--- config.mk ---
export PLATFORM = sky130hd
export DESIGN_NAME = jtag_mem_reader
export DESIGN_NICKNAME = d
export VERILOG_FILES = /design/src/rtl/jtag_mem_reader.sv
export SDC_FILE = /design/constraint.sdc
export NUM_CORES = 1
export LEC_CHECK = 0
export CAP_MARGIN = 25
export CORE_UTILIZATION = 40
export DETAILED_ROUTE_END_ITERATION = 16
export PLACE_DENSITY = 0.84
export SYNTH_ARGS = -nofsm -noshare
export SYNTH_HDL_FRONTEND = slang
export SYNTH_SLANG_ARGS = --single-unit
--- constraint.sdc ---
create_clock -name clk_i -period 2.3 [get_ports clk_i]
set_input_delay 0.69 -clock clk_i [delete_from_list [all_inputs] [get_ports clk_i]]
set_output_delay 0.69 -clock clk_i [all_outputs]
set_load 0.01 [all_outputs]
--- src/rtl/jtag_mem_reader.sv ---
// JTAG memory readback engine: fetches a byte range through the shared memory
// arbiter, offers each byte to the JTAG shifter and keeps a mod-256 checksum.
//
// state   | meaning
// IDLE    | waiting for start_i
// REQ     | requesting the memory port for addr_q
// CAPTURE | read data arrives, byte is registered
// HOLD    | byte offered to JTAG side until accepted
// FINISH  | transfer complete, done pulse issued on exit

package jtag_mem_reader_pkg;
  typedef enum logic [1:0] {
    BYTE = 2'b00,
    HALF = 2'b01,
    WORD = 2'b10
  } mem_width_t;
endpackage

module jtag_mem_reader
  import jtag_mem_reader_pkg::*;
#(
  parameter int ADDR_W = 10,
  parameter int LEN_W  = 11
) (
  input  logic              clk_i,
  input  logic              rst_i,
  input  logic              start_i,
  input  logic [ADDR_W-1:0] base_addr_i,
  input  logic [LEN_W-1:0]  length_i,
  output logic              busy_o,
  output logic              done_o,
  output logic [7:0]        checksum_o,
  output logic              mem_req_o,
  input  logic              mem_gnt_i,
  output logic [ADDR_W-1:0] mem_addr_o,
  output mem_width_t        mem_width_o,
  input  logic [31:0]       mem_data_i,
  output logic [7:0]        byte_o,
  output logic              byte_valid_o,
  input  logic              byte_ready_i
);

  typedef enum logic [2:0] {
    IDLE    = 3'd0,
    REQ     = 3'd1,
    CAPTURE = 3'd2,
    HOLD    = 3'd3,
    FINISH  = 3'd4
  } state_t;

  state_t             state_q, state_d;
  logic [ADDR_W-1:0]  addr_q, addr_d;
  logic [LEN_W-1:0]   remaining_q, remaining_d;
  logic [7:0]         byte_q, byte_d;
  logic               valid_q, valid_d;
  logic [7:0]         checksum_q, checksum_d;
  logic               busy_q, busy_d;
  logic               done_q, done_d;

  // Only the low byte lane carries data for BYTE-width reads.
  logic unused_data;
  assign unused_data = ^mem_data_i[31:8];

  always_ff @(posedge clk_i or negedge rst_i) begin
    if (!rst_i) begin
      state_q     <= IDLE;
      addr_q      <= '0;
      remaining_q <= '0;
      byte_q      <= '0;
      valid_q     <= 1'b0;
      checksum_q  <= '0;
      busy_q      <= 1'b0;
      done_q      <= 1'b0;
    end else begin
      state_q     <= state_d;
      addr_q      <= addr_d;
      remaining_q <= remaining_d;
      byte_q      <= byte_d;
      valid_q     <= valid_d;
      checksum_q  <= checksum_d;
      busy_q      <= busy_d;
      done_q      <= done_d;
    end
  end

  always_comb begin
    state_d     = state_q;
    addr_d      = addr_q;
    remaining_d = remaining_q;
    byte_d      = byte_q;
    valid_d     = valid_q;
    checksum_d  = checksum_q;
    busy_d      = busy_q;
    done_d      = 1'b0;
    case (state_q)
      IDLE: begin
        if (start_i) begin
          addr_d      = base_addr_i;
          remaining_d = length_i;
          checksum_d  = '0;
          busy_d      = 1'b1;
          state_d     = (length_i == '0) ? FINISH : REQ;
        end
      end
      REQ: begin
        if (mem_gnt_i) state_d = CAPTURE;
      end
      CAPTURE: begin
        byte_d      = mem_data_i[7:0];
        valid_d     = 1'b1;
        addr_d      = addr_q + ADDR_W'(1);
        remaining_d = remaining_q - LEN_W'(1);
        state_d     = HOLD;
      end
      HOLD: begin
        if (valid_q && byte_ready_i) begin
          checksum_d = checksum_q + byte_q;
          valid_d    = 1'b0;
          state_d    = (remaining_q != '0) ? REQ : FINISH;
        end
      end
      FINISH: begin
        // done rises and busy falls on the same edge
        done_d  = 1'b1;
        busy_d  = 1'b0;
        state_d = IDLE;
      end
      default: state_d = IDLE;
    endcase
  end

  assign busy_o       = busy_q;
  assign done_o       = done_q;
  assign checksum_o   = checksum_q;
  assign mem_req_o    = (state_q == REQ);
  assign mem_addr_o   = addr_q;
  assign mem_width_o  = BYTE;
  assign byte_o       = byte_q;
  assign byte_valid_o = valid_q;

endmodule

-- After elaboration in Yosys (flattened, before gate mapping)
Cells that the tools add are included.
- output and inout port bits: 32
- word-level logic and storage cells: 49
- input port bits: 58
- bits in registers: 43
- eq/ne operators: 7
- mux-type cells: 18
- $add $sub $neg: 3
- reductions and logical operators: 13
- operators by type and width (cell ; number):
    $pmux W11 S2 ; 1
    $pmux W10 S2 ; 1
    $mux W8 ; 2
    $pmux W8 S2 ; 1
    $mux W3 ; 5
    $pmux W3 S4 ; 1
    $logic_not A11 Y1 ; 1
    $mux W11 ; 1
    $reduce_bool A11 Y1 ; 1
    $sub A11 B1 Y11 const B ; 1
    $add A10 B1 Y10 const B ; 1
    $mux W10 ; 1
    $add A8 B8 Y8 ; 1
    $reduce_bool A2 Y1 ; 4
    $eq A3 B2 Y1 const B ; 2
    $reduce_and A2 Y1 ; 3
    $reduce_and A3 Y1 ; 2
    $ne A2 B2 Y1 const B ; 2
    $pmux W1 S2 ; 2
    $eq A3 B1 Y1 const B ; 1
    $eq A3 B3 Y1 const B ; 1
    $logic_not A3 Y1 ; 1
    $mux W1 ; 3
    $ne A2 B1 Y1 const B ; 1
    $logic_and A1 B1 Y1 ; 1

-- Depth between registers and ports, before layout
Gate-level depths: netlist of the first run.
- depth after elaboration: 4
- depth in mapped cells: 6
- mapped depth without buffers: 6

-- Least setup slack after synthesis of the first run
Ideal clock, no wire load.
- path type: flip-flop to flip-flop
- from: register checksum_q[0] (netlist: checksum_o[0])
- to: register checksum_q[6] (netlist: checksum_o[6])
- setup slack: 0.443 ns
- arrival time: 1.787 ns
- setup time: 0.069 ns
- period minus slack after synthesis: 1.857 ns
- cell stages (with the launch flop): 7
- data required time: 2.231 ns
- buffers on the path: 0
- cell sequence: dfrtp_1 > ha_1 > fa_1 > a21oi_1 > o21ai_0 > a2111o_1 > nand3_1
- cells in the longest elaborated chain, start to end: 3
- ends and longest elaborated chain (element ; line ; RTL):
    start, declared ; 56 ; logic [7:0] checksum_q, checksum_d;
    start signal, assigned ; 80 ; checksum_q <= checksum_d;
    $add A8 B8 Y8 ; 117 ; checksum_d = checksum_q + byte_q;
    $mux W8 ; 116 ; if (valid_q && byte_ready_i) begin
    $pmux W8 S2 ; 95 ; case (state_q)
Every way passes these cells. The select of a mux whose other input is x is not followed.
A chain may end at the register's enable or synchronous reset.

-- Worst setup path after layout of the first run
- from: register addr_q[3] (netlist: mem_addr_o[3])
- to: output mem_addr_o[3]
- RTL lines (element ; line ; RTL):
    start, declared ; 52 ; logic [ADDR_W-1:0] addr_q, addr_d;
    start signal, assigned ; 76 ; addr_q <= addr_d;
    end, declared ; 35 ; output logic [ADDR_W-1:0] mem_addr_o,
No word-level cell between the ends.

==> results of run 1 <==
## layout make-up
| class | count | area, sq um |
|---|---|---|
| Multi-Input combinational cell | 203 | 1240 |
| Clock buffer | 5 | 68.8 |
| Timing Repair Buffer | 78 | 766 |
| Fill cell | 512 | 2390 |
| Tap cell | 72 | 90.1 |
| Clock inverter | 3 | 15.0 |
| Sequential cell | 43 | 1080 |
| Inverter | 6 | 22.5 |
## power breakdown
part	total (mW)	switching (mW)	internal (mW)
Combinational	2.27	1.14	1.13
Sequential	1.48	0.383	1.10
Clock	0.471	0.263	0.208
## registers in the layout (all words and copies together) (netlist names)
name	count
busy_o	1
byte_o	8
byte_valid_o	1
checksum_o	8
done_o	1
mem_addr_o	10
remaining_q	11
state_q	3
## synth_stat cells (all sizes together) (6+ instances only)
cell type and number:
a211oi 7, a21oi 11, buf 12, dfrtp 43
ha 9, inv 6, nand2 52, nand3 19
nand4 6, nor2 18, nor3 6, o211ai 6
o21ai 14, o311ai 6
## kinds of logic (layout without fill, tap and decap cells)
kind of cell	after synthesis	count (layout)
compound gates	64	64
xor+xnor	6	6
simple gates	120	120
other cells	1	2
flops	43	43
buf+inv	20	92
mux	1	1
fa+ha+maj	10	10
## how the worst min path moves through the flow
| stage | startpoint | to | slack (ps) |
|---|---|---|---|
| after CTS | rst_i | byte_o[7]$_DFFE_PN0N_ | 370 |
| after detailed placement | byte_o[5]$_DFFE_PN0N_ | byte_o[5]$_DFFE_PN0N_ | 500 |
| after floorplan | rst_i | busy_o$_DFFE_PN0P_ | 390 |
| final | rst_i | busy_o$_DFFE_PN0P_ | 360 |
| after global routing | rst_i | checksum_o[7]$_DFFE_PN0P_ | 370 |
| after global placement | remaining_q[9]$_DFFE_PN0P_ | remaining_q[9]$_DFFE_PN0P_ | 470 |
## metal layers
layer | share of wire | global-route usage | wire [microns]
met1 | 0.44 | 0.271 | 2770
met2 | 0.49 | 0.365 | 3110
met3 | 0.058 | 0.0491 | 368
met4 | 0.011 | 0.0589 | 71
met5 | 0 | 0 | 0
## cell usage in the layout (no fill, tap or decap), types with 4 or more instances in the layout
cell	instances
nand3_1	19
clkbuf_8	5
ha_1	9
o21ai_0	14
xnor2_1	4
a211oi_1	7
buf_4	13
nand4_1	6
nor2_1	17
dfrtp_1	42
a21oi_1	11
o211ai_1	6
nand2_1	52
clkdlybuf4s50_1	61
inv_1	6
nor3_1	6
## per-stage QoR
step	hold slack (ps)	area [sq um]	power, mW	TNS (ps)	util
after global placement	470	3200	3.65	-14.9	0.563
after detailed placement	498	3200	3.76	-128	0.563
after floorplan	394	2430	2.78	0	-
final	360	3280	4.22	0	0.578
after global routing	369	3280	4.58	0	0.578
after CTS	367	3280	4.24	0	0.578
==> results.py, run 1 <==
metrics = {
    "worst_setup_path": {
        "worst-setup-path-type": "reg -> out",
        "cp.arrival_ps": 1370,
        "cp_max_fo": 8,
        "cp-start-kind": "flip-flop",
        "regToRegEndpoint": "checksum_o[6]$_DFFE_PN0P_",
        "cp-startpoint": "mem_addr_o[3]$_DFFE_PN0P_",
        "timing.critical_path.buf_inv": 1,
        "crit_chain": "clkdlybuf4s50_1",
        "cpLargestDelayFamily": "buffers and inverters",
        "reg2reg_from": "checksum_o[0]$_DFFE_PN0P_",
        "cp_slowest_stage_delay_ps": 590,
        "cp-endpoint": "mem_addr_o[3]",
        "required_ps": 1610,
        "cp-end-kind": "primary output",
        "reg2reg_slack_ps": 250,
        "reg2reg_depth": 6,
        "cp_slowest_cell": "clkdlybuf4s50_1",
        "cp.depth": 1,
    },
    "die": {
        "ioPinCount": 90,
        "rows": 27,
        "core_sq_mm": 0.00568,
        "fp.dieW_microns": 79.8,
        "die-area_sq_mm": 0.00637,
        "die_y_microns": 79.8,
        "initial_core_util": 0.427,
    },
    "clock_tree": {
        "root_buffer": "clkbuf_8",
        "clkTransAtPathRegs_ps": 80,
        "numCtsBuffers": 5,
        "tritoncts": "done",
        "clock_sinks": 43,
        "cts_resized": 1,
        "clk_latency_ps": 290,
        "clockBufferDepth": 2,
        "htree_levels": 2,
        "cts_post_setup_buffers_inserted": 0,
        "hold_buffers": 0,
    },
    "synth": {
        "syn_inst": 265,
        "synthArstFlopShare": 1.00,
        "ys_ff_latch": 43,
        "yosysUniqueCellTypes": 51,
        "syn_avg_cell_area_sq_um": 9.14,
        "synth_top_area_share": 0.444,
        "synth_edf_count": 0,
        "synthMuxAreaShare": 0.00465,
        "yosys.area_share.simple": 0.249,
        "synth-seq-area-share": 0.444,
        "synth_top_family_by_area": "simple AND/OR/NAND/NOR gates",
        "ys_top_cells_by_area": "dfrtp_1 (44%), nand2_1 (8.1%), ha_1 (4.6%)",
        "synth-xor-area-share": 0.0217,
        "syn-cell-area_sq_mm": 0.00242,
        "synth_top_area_cell": "dfrtp_1",
        "synth_compound_area_frac": 0.180,
        "synthAdderAreaFrac": 0.0548,
        "yosys_warnings": 0,
        "ys.flop_type": "dfrtp_1",
    },
    "timing": {
        "finalClockSkew_ps": 4.08,
        "worstMarginPinSlew_ps": 603,
        "rsz0062_at_grt": "false",
        "hold_viol": 0,
        "fmax_mhz": 485,
        "finalMaxSlewViolations": 0,
        "period_share": 0.896,
        "period_needed_ps": 2060,
        "slew_headroom": 0.597,
        "final-setup-viol-count": 0,
        "setup_ws_ps": 238,
    },
    "detailed_routing": {
        "drt_pass1_iterations": 4,
        "routedWlPerCell_microns": 15.4,
        "route.detailed.drc": 0,
        "totalWireLength_microns": 6320,
        "vias_per_cell": 5.67,
        "dr_total_vias": 2325,
        "ant_nets": 0,
        "drt_iter0_drc": 132,
    },
    "layout": {
        "antenna_cells": 0,
        "drive_gt1_frac": 0.0976,
        "area_delta_synth_final_pct": 35.5,
        "layout.nets": 405,
        "final-instance-count-excl-fill": 410,
    },
    "global_route": {
        "grt_antenna_before_repair": 0,
        "grt_overflow": 0,
        "track_usage": 0.214,
        "grt_pass1_wl_microns": 10500,
        "grt_pass1_vias": 2262,
        "grt_start_max_net_pins": 44,
    },
    "placement": {
        "place_ws_ps": -33.1,
        "io_buffers": 63,
        "dp.cells": 402,
        "dp_hpwl_microns": 4710,
        "gp_congestion": 0.797,
    },
    "worst_hold_path": {
        "hold_path.class": "in -> async",
    },
    "power": {
        "power_leakage_nw": 1.43,
        "ir_worst_vdd_mv": 0.694,
        "powerDensity_mw_per_mm2": 1290,
    },
    "flow_run": {
        "max_cap_viol_count": 0,
    },
    "run_status": {
        "status": "finished clean",
    },
}
No activity file was read; power rests on OpenSTA's default activity.
==> inputs of run 2 (changes only) <==
Settings changed: CORE_UTILIZATION 40 to 42, PLACE_DENSITY 0.84 to 0.87, REMOVE_ABC_BUFFERS from default to 1.
==> results.py, run 2 (synthesis results as in run 1) <==
metrics = {
    "clock_tree": {
        "clk_latency_ps": 290,
        "root_buffer": "clkbuf_8",
        "clock_sinks": 43,
        "clockBufferDepth": 2,
        "htree_levels": 2,
        "hold_buffers": 0,
        "clkTransAtPathRegs_ps": 80,
        "tritoncts": "done",
        "numCtsBuffers": 5,
    },
    "power": {
        "total_power_mw": 4.24,
        "power_leakage_nw": 1.42,
        "powerDensity_mw_per_mm2": 1290,
        "ir_worst_vdd_mv": 0.597,
    },
    "layout": {
        "antenna_cells": 0,
        "largest_reg_flops": 11,
        "design_area_sq_mm": 0.00330,
        "layout.nets": 407,
        "drive_gt1_frac": 0.100,
        "mostFrequentLayoutCells": "clkdlybuf4s50_1 (62), nand2_1 (52), dfrtp_1 (42)",
        "num-fill-cells": 488,
        "area_delta_synth_final_pct": 36.1,
        "final-instance-count-excl-fill": 412,
        "final_common_cell": "clkdlybuf4s50_1",
        "regMostFlops": "remaining_q",
    },
    "timing": {
        "worstMarginPinSlew_ps": 549,
        "finalSetupTns_ps": 0,
        "slew_headroom": 0.634,
        "fmax_mhz": 457,
        "holdWs_ps": 355,
        "final-setup-viol-count": 0,
        "rsz0062_at_grt": "false",
        "finalClockSkew_ps": 5.06,
        "finalMaxSlewViolations": 0,
        "period_needed_ps": 2190,
        "hold_viol": 0,
        "period_share": 0.951,
    },
    "global_route": {
        "grt_overflow": 0,
        "grt_pass1_wl_microns": 10300,
        "grt_start_max_net_pins": 24,
        "grt_antenna_before_repair": 0,
        "track_usage": 0.213,
        "grt_pass1_vias": 2335,
    },
    "placement": {
        "dp.cells": 403,
        "gp_congestion": 0.848,
        "io_buffers": 63,
        "postPlaceCellArea_sq_mm": 0.00320,
        "dp_hpwl_microns": 4610,
    },
    "worst_setup_path": {
        "worst-setup-path-type": "reg -> out",
        "cp-end-kind": "primary output",
        "cp-startpoint": "state_q[2]$_DFFE_PN0P_",
        "cp.arrival_ps": 1500,
        "regToRegEndpoint": "checksum_o[6]$_DFFE_PN0P_",
        "reg2reg_depth": 6,
        "reg2reg_from": "checksum_o[0]$_DFFE_PN0P_",
        "cp-start-kind": "flip-flop",
        "reg2reg_slack_ps": 290,
        "required_ps": 1610,
        "cp-endpoint": "mem_req_o",
        "cp_max_fo": 4,
    },
    "detailed_routing": {
        "routedWlPerCell_microns": 14.6,
        "drt_pass1_iterations": 4,
        "dr_total_vias": 2310,
        "ant_nets": 0,
        "totalWireLength_microns": 6010,
        "vias_per_cell": 5.61,
        "route.detailed.drc": 0,
        "drt_iter0_drc": 137,
    },
    "die": {
        "core_sq_mm": 0.00554,
        "rows": 27,
        "ioPinCount": 90,
        "die-area_sq_mm": 0.00608,
        "initial_core_util": 0.437,
        "fp.dieW_microns": 77.9,
        "die_y_microns": 77.9,
    },
    "flow_run": {
        "max_cap_viol_count": 0,
    },
    "run_status": {
        "status": "finished clean",
    },
    "worst_hold_path": {
        "hold_path.class": "in -> async",
    },
}
## run 2: repair_timing
item                                    4_1_cts  5_1_grt
setup buffers                                 0        1
endpoints found under the setup margin        1        1
pin swaps                                     0        0
gates resized for setup                       1        0
## run 2: power breakdown
group / switching [mW] / internal, mW
clock: 0.265 / 0.213
sequential: 0.373 / 1.10
combinational: 1.13 / 1.16
## run 2: worst min path at each step
stage,from,end,slack [ps],cells after the start
finish,rst_i,checksum_o[2]$_DFFE_PN0P_,360,1
global route,rst_i,checksum_o[2]$_DFFE_PN0P_,400,1
CTS,rst_i,checksum_o[5]$_DFFE_PN0P_,380,1
detailed placement,remaining_q[9]$_DFFE_PN0P_,remaining_q[9]$_DFFE_PN0P_,480,1
global placement,remaining_q[9]$_DFFE_PN0P_,remaining_q[9]$_DFFE_PN0P_,470,1
floorplan,rst_i,busy_o$_DFFE_PN0P_,390,0
## run 2: stage by stage
stage | setup slack (ps) | util
floorplan | 391 | -
detailed placement | -43.5 | 0.578
global route | 36.9 | 0.595
finish | 112 | 0.595
global placement | -20.0 | 0.578
CTS | 73.7 | 0.594
## run 2: critical path, stage by stage, from the launching register on
cell	delay, ps
dfrtp_1	390
nand2b_4	150
nor2_1	110
clkdlybuf4s50_1	550
## run 2: per-layer routing
layer,up-vias,GRT usage,part of all wire
met3,11,0.0388,0.043
met4,0,0.0722,0.015
met1,1113,0.268,0.45
li1,1112,-,-
met5,-,0,0
met2,74,0.369,0.49
## run 2: area by class of cell
cell class                      instances  area [sq um]  share of cell area
Multi-Input combinational cell        203          1240               0.377
Tap cell                               72          90.1              0.0273
Inverter                                6          22.5             0.00683
Sequential cell                        43          1080               0.327
Clock buffer                            6          72.6              0.0220
Timing Repair Buffer                   80           778               0.236
Clock inverter                          2          12.5             0.00380
==> inputs of run 3 (changes only) <==
Settings changed: SLEW_MARGIN from default to 20.
==> results of run 3 <==
Final layout, timing and power as in run 2 (identical DEF).
